===== src/rtl/data_sram_ctrl_pkg.sv =====
// Shared constants for the MEM-stage data SRAM controller: default timing,
// FSM state encodings and the byte-lane helper.
package data_sram_ctrl_pkg;

  localparam int SRAM_AW_DEF    = 20;
  localparam int READ_WAIT_DEF  = 2;
  localparam int WRITE_WAIT_DEF = 2;

  localparam logic [2:0] DRAM_IDLE    = 3'd0;
  localparam logic [2:0] DRAM_READ    = 3'd1;
  localparam logic [2:0] DRAM_WRITE   = 3'd2;
  localparam logic [2:0] DRAM_WR_HOLD = 3'd3;
  localparam logic [2:0] DRAM_DONE    = 3'd4;

  // MEM lane order matches the SRAM byte pins one-to-one, so only inversion is needed.
  function automatic logic [3:0] be_n_from_select(input logic [3:0] sel);
    return ~sel;
  endfunction

endpackage


===== src/rtl/data_sram_ctrl.sv =====
// Turns single MEM-stage data-RAM requests into multi-cycle async SRAM
// accesses, stalling the pipeline until the access completes.
module data_sram_ctrl
  import data_sram_ctrl_pkg::*;
#(
  parameter int SRAM_AW    = SRAM_AW_DEF,
  parameter int READ_WAIT  = READ_WAIT_DEF,
  parameter int WRITE_WAIT = WRITE_WAIT_DEF
) (
  input  logic               clk,
  input  logic               rst,
  input  logic               ram_en_i,
  input  logic               mem_write_en_i,
  input  logic [3:0]         mem_select_i,
  input  logic [31:0]        mem_addr_i,
  input  logic [31:0]        store_data_i,
  output logic [31:0]        ram_data_o,
  output logic               pause_dram_o,
  output logic [SRAM_AW-1:0] sram_addr_o,
  output logic [31:0]        sram_wdata_o,
  output logic               sram_data_oe_o,
  input  logic [31:0]        sram_rdata_i,
  output logic               sram_ce_n_o,
  output logic               sram_oe_n_o,
  output logic               sram_we_n_o,
  output logic [3:0]         sram_be_n_o
);

  localparam int MAX_WAIT = (READ_WAIT > WRITE_WAIT) ? READ_WAIT : WRITE_WAIT;
  localparam int CNT_W    = $clog2(MAX_WAIT + 1);
  localparam logic [CNT_W-1:0] RD_LOAD  = CNT_W'(READ_WAIT - 1);
  localparam logic [CNT_W-1:0] WR_LOAD  = CNT_W'(WRITE_WAIT - 1);
  localparam logic [CNT_W-1:0] CNT_ZERO = {CNT_W{1'b0}};
  localparam logic [CNT_W-1:0] CNT_ONE  = CNT_W'(1);

  logic [2:0]       state_r;
  logic [CNT_W-1:0] cnt_r;
  logic             addr_unused_s;

  // Word addressing drops the byte offset; upper bits are decoded by MEM.
  assign addr_unused_s = ^{mem_addr_i[31:SRAM_AW+2], mem_addr_i[1:0]};

  // Stall request: the DONE cycle is the one where the pipeline is let through.
  assign pause_dram_o = ram_en_i && (state_r != DRAM_DONE);

  // Access FSM, wait counter and all registered SRAM-side outputs.
  always_ff @(posedge clk) begin
    if (rst) begin
      state_r        <= DRAM_IDLE;
      cnt_r          <= CNT_ZERO;
      ram_data_o     <= 32'h0000_0000;
      sram_addr_o    <= {SRAM_AW{1'b0}};
      sram_wdata_o   <= 32'h0000_0000;
      sram_data_oe_o <= 1'b0;
      sram_ce_n_o    <= 1'b1;
      sram_oe_n_o    <= 1'b1;
      sram_we_n_o    <= 1'b1;
      sram_be_n_o    <= 4'hF;
    end else begin
      case (state_r)
        DRAM_IDLE: begin
          if (ram_en_i) begin
            sram_addr_o  <= mem_addr_i[SRAM_AW+1:2];
            sram_be_n_o  <= be_n_from_select(mem_select_i);
            sram_wdata_o <= store_data_i;
            if (!mem_write_en_i) begin
              state_r     <= DRAM_READ;
              cnt_r       <= RD_LOAD;
              sram_ce_n_o <= 1'b0;
              sram_oe_n_o <= 1'b0;
            end else if (mem_select_i != 4'b0000) begin
              state_r        <= DRAM_WRITE;
              cnt_r          <= WR_LOAD;
              sram_ce_n_o    <= 1'b0;
              sram_we_n_o    <= 1'b0;
              sram_data_oe_o <= 1'b1;
            end else begin
              // Misaligned store already flagged by MEM: complete with no strobe.
              state_r <= DRAM_DONE;
            end
          end else begin
            state_r <= DRAM_IDLE;
          end
        end
        DRAM_READ: begin
          if (cnt_r == CNT_ZERO) begin
            ram_data_o  <= sram_rdata_i;
            state_r     <= DRAM_DONE;
            sram_ce_n_o <= 1'b1;
            sram_oe_n_o <= 1'b1;
            sram_be_n_o <= 4'hF;
          end else begin
            cnt_r <= cnt_r - CNT_ONE;
          end
        end
        DRAM_WRITE: begin
          if (cnt_r == CNT_ZERO) begin
            state_r     <= DRAM_WR_HOLD;
            sram_we_n_o <= 1'b1;
          end else begin
            cnt_r <= cnt_r - CNT_ONE;
          end
        end
        DRAM_WR_HOLD: begin
          // Address, lanes and data stay driven one cycle past WE_n rising.
          state_r        <= DRAM_DONE;
          sram_ce_n_o    <= 1'b1;
          sram_data_oe_o <= 1'b0;
          sram_be_n_o    <= 4'hF;
        end
        DRAM_DONE: begin
          state_r <= DRAM_IDLE;
        end
        default: begin
          state_r        <= DRAM_IDLE;
          cnt_r          <= CNT_ZERO;
          sram_data_oe_o <= 1'b0;
          sram_ce_n_o    <= 1'b1;
          sram_oe_n_o    <= 1'b1;
          sram_we_n_o    <= 1'b1;
          sram_be_n_o    <= 4'hF;
        end
      endcase
    end
  end

endmodule


===== config.mk =====
export PLATFORM = sky130hd
export DESIGN_NAME = data_sram_ctrl
export DESIGN_NICKNAME = d
export VERILOG_FILES = /design/src/rtl/data_sram_ctrl_pkg.sv /design/src/rtl/data_sram_ctrl.sv
export SDC_FILE = /design/constraint.sdc
export NUM_CORES = 1
export LEC_CHECK = 0
export ABC_AREA = 0
export ABC_CLOCK_PERIOD_IN_PS = 1500
export CORE_MARGIN = 2
export CORE_UTILIZATION = 35
export CTS_CLUSTER_DIAMETER = 60
export CTS_CLUSTER_SIZE = 16
export DETAILED_ROUTE_END_ITERATION = 7
export GPL_ROUTABILITY_DRIVEN = 0
export PLACE_DENSITY = 0.86
export SYNTH_ARGS = -nofsm -noshare
export SYNTH_HDL_FRONTEND = slang
export SYNTH_SLANG_ARGS = --single-unit

===== constraint.sdc =====
create_clock -name clk -period 1.5 [get_ports clk]
set_input_delay 0.3 -clock clk [delete_from_list [all_inputs] [get_ports clk]]
set_output_delay 0.3 -clock clk [all_outputs]
set_load 0.02 [all_outputs]

==> run metrics, run 1 <==
Layout area overhead 75.5%; yosys warns 0; Final min period 1.53 ns; pwr dens 1170 nW/µm²; max cap viols 0; Max IR drop VDD 0.561 mV; synthesized flop and latch total 97; Bufs on Longest Clock Path 2; DRC 0; Logic pwr share 32.8%; WHS Path Cells 2; overall power 7.32 mW; register clock-pin slew on the reported worst setup and hold paths 0.10 ns; PortBufs 184; Initial Util 36.3%; Most Used Layer, Global Route met2; layout cell share with drive strength beyond 1 17.8%; Max-slew headroom 79.6%; Antenna Nets Post-Route 0; sequential-to-total area share from yosys stat 54.2%; critical path endpoint category flop; Synth cell types 36; met1 Usage GRT 21.9%; Final period util 102%; largest net degree at the start of global routing 45; Post-DP HPWL 7810 µm; Critical Path RT 1.75 ns; Worst Tran Pin Value 0.303 ns; Placed Instance Area 5750 µm²; Clock Power Share 26.0%; core area 9860 µm²; Pleak 2.75 nW; Seq pwr share 41.2%; DRT iter0 DRCs 121; via count 3,793; crit path max fanout 7; status finished, violations left; switching share of total power 32.7%; Crit Path Class flop to flop; Netlist Area Pre-Place 3580 µm²; H-tree levels 3; Num Clock Sinks 97; antenna violations before repair 0; hold_buf cts 0; drt pass-1 iters 4; Tightest Hold Check Type input pin to flop; Int Pwr 4.93 mW; via/cell ratio 4.80; failing checks negative setup slack; Final setup viols 2; clk_lat worst skew 0.36 ns; vias in the first global route 3,751; first-pass GRT wire length 17,600 µm; Setup crit start state_r[1]; total CTS buffers 9; row count 36; Mean Syn Cell Area 7.90 µm²; clock root cell clkbuf_8; post-route cell area 6280 µm²; most frequent cells in the layout nand2_1, dfxtp_1, dlygate4sd2_1; DR WL/cell 14.4 µm; Die Y 105 µm; Worst Hold Launch rst; Critical Path Start Type flop; diode count 0; CTS tree yes; most common cell after layout, fill and taps aside nand2_1; Slew Limit Fails 0; syn nets 558; Min Hold Slack 0.301 ns; GR Overflow Total 0; switching pwr 2.40 mW; Worst Reg2Reg Path Length in Cells 4; skew final 0.00840 ns; met2 global-route usage 35.1%; post-synthesis instance total 453; GR Util All Layers 19.5%; R2R Path Start state_r[1]; met3 Use GR 6.18%; RSZ-0062 raised after global routing yes; Chip Width 105 µm; drt total wl 11,400 µm; Arr. time, crit path 1.77 ns; io pins 197; final worst slack -0.0275 ns; Max Freq 655 MHz; Fin. Hold Viols 0; Final nets 757; die area 11,100 µm²
worst max-delay path: stages (launching register included):
cell and delay, ns:
dfxtp_4 0.38, or4b_4 0.58, nand2_2 0.09, o21ai_2 0.07, mux2_4 0.29
registers in the layout, indices dropped and copies added, names as in the netlist:
name / flops
sram_oe_n_o: 1
sram_ce_n_o: 1
state_r: 3
sram_wdata_o: 32
sram_addr_o: 20
sram_data_oe_o: 1
cnt_r: 2
sram_we_n_o: 1
ram_data_o: 32
sram_be_n_o: 4
synthesized netlist by cell type, drive strengths merged:
master  instances  share of area, %
a211o           1              0.24
a211oi          2              0.56
a21oi          87                12
a221o           1              0.28
a31oi           1              0.17
a32o            1              0.28
a41oi           1              0.24
and2            3              0.52
buf            11               1.9
clkbuf         21               2.2
dfxtp          97                54
ha              1              0.35
inv             6              0.63
maj3            1              0.28
mux2            1              0.42
nand2         175                18
nand2b          2              0.35
nand3           2              0.42
nor2           12               1.3
nor2b           1              0.17
nor3            7               1.3
nor3b           1              0.21
nor4            3              0.52
nor4b           1              0.24
o211a           1              0.28
o21ai           8               1.2
o31ai           1              0.21
or3             2              0.35
or4b            1              0.38
xnor2           1              0.24
cells by family (layout without fill, tap and decap cells):
group                      after synthesis  after routing  share of synthesized area (%)
and+or+nand+nor                        210            210                           24.1
xor gates and xnor gates                 1              1                          0.245
adders and majority gates                2              2                          0.629
buffers and inverters                   38            242                           4.72
muxes                                    1              1                          0.419
AOI/OAI and AO/OA                      104            104                           15.7
DFF                                     97             97                           54.2
power by group through the flow:
| stage | Combinational (mW) | Clock [mW] | Sequential (mW) |
|---|---|---|---|
| after detailed placement | 2.23 | 0 | 3.06 |
| after floorplan | 0.796 | 0 | 3.36 |
| after global placement | 2.17 | 0 | 3.04 |
| after CTS | 2.18 | 1.97 | 3.00 |
| final | 2.40 | 1.91 | 3.02 |
| after global routing | 2.59 | 2.07 | 3.05 |
layer usage:
metal | vias up | part of all wire, %
met2 | 126 | 53
met3 | 17 | 6.5
li1 | 1882 | -
met5 | - | 0
met4 | 0 | 1.4
met1 | 1768 | 39
area by class of cell:
class	count	area, µm²
Fill cell	816	3580
Clock buffer	9	124
Timing Repair Buffer	220	2150
Clock inverter	7	101
Tap cell	133	166
Multi-Input combinational cell	318	1770
Inverter	6	22.5
Sequential cell	97	1950
what timing repair did:
item                       4_1_cts  5_1_grt
pin swaps                        3       47
setup endpoints to repair      147       55
gates cloned                     1        2
resized for setup              115       77
buffers inserted                 2        2
stage by stage:
step / utilization (%) / setup TNS, ns / setup slack [ns] / instances
detailed placement: 58.3 / -25.32 / -0.475 / 768
floorplan: - / -0.831 / -0.0481 / 453
CTS: 60.6 / -0.238 / -0.0793 / 787
finish: 63.7 / -0.0280 / -0.0275 / 790
global placement: 58.3 / -21.84 / -0.412 / 768
global route: 63.7 / -1.15 / -0.0655 / 790
final timing paths:
kind	to	slack, ns
worst min-delay path	state_r[0]	0.30
worst max register to register	cnt_r[0]	-0.03
worst min register to register	sram_addr_o[0]	0.45
worst max-delay path	cnt_r[0]	-0.03
No activity file was read; power rests on OpenSTA's default activity.
==> run 2, diff against run 1 <==
--- a/config.mk
+++ b/config.mk
@@ -13,6 +13,7 @@
 export CTS_CLUSTER_SIZE = 16
 export DETAILED_ROUTE_END_ITERATION = 7
 export GPL_ROUTABILITY_DRIVEN = 0
+export HOLD_SLACK_MARGIN = 0.03
 export PLACE_DENSITY = 0.86
 export SYNTH_ARGS = -nofsm -noshare
 export SYNTH_HDL_FRONTEND = slang
==> results of run 2 <==
The final DEF is identical to that of run 1; final timing and power are the same.
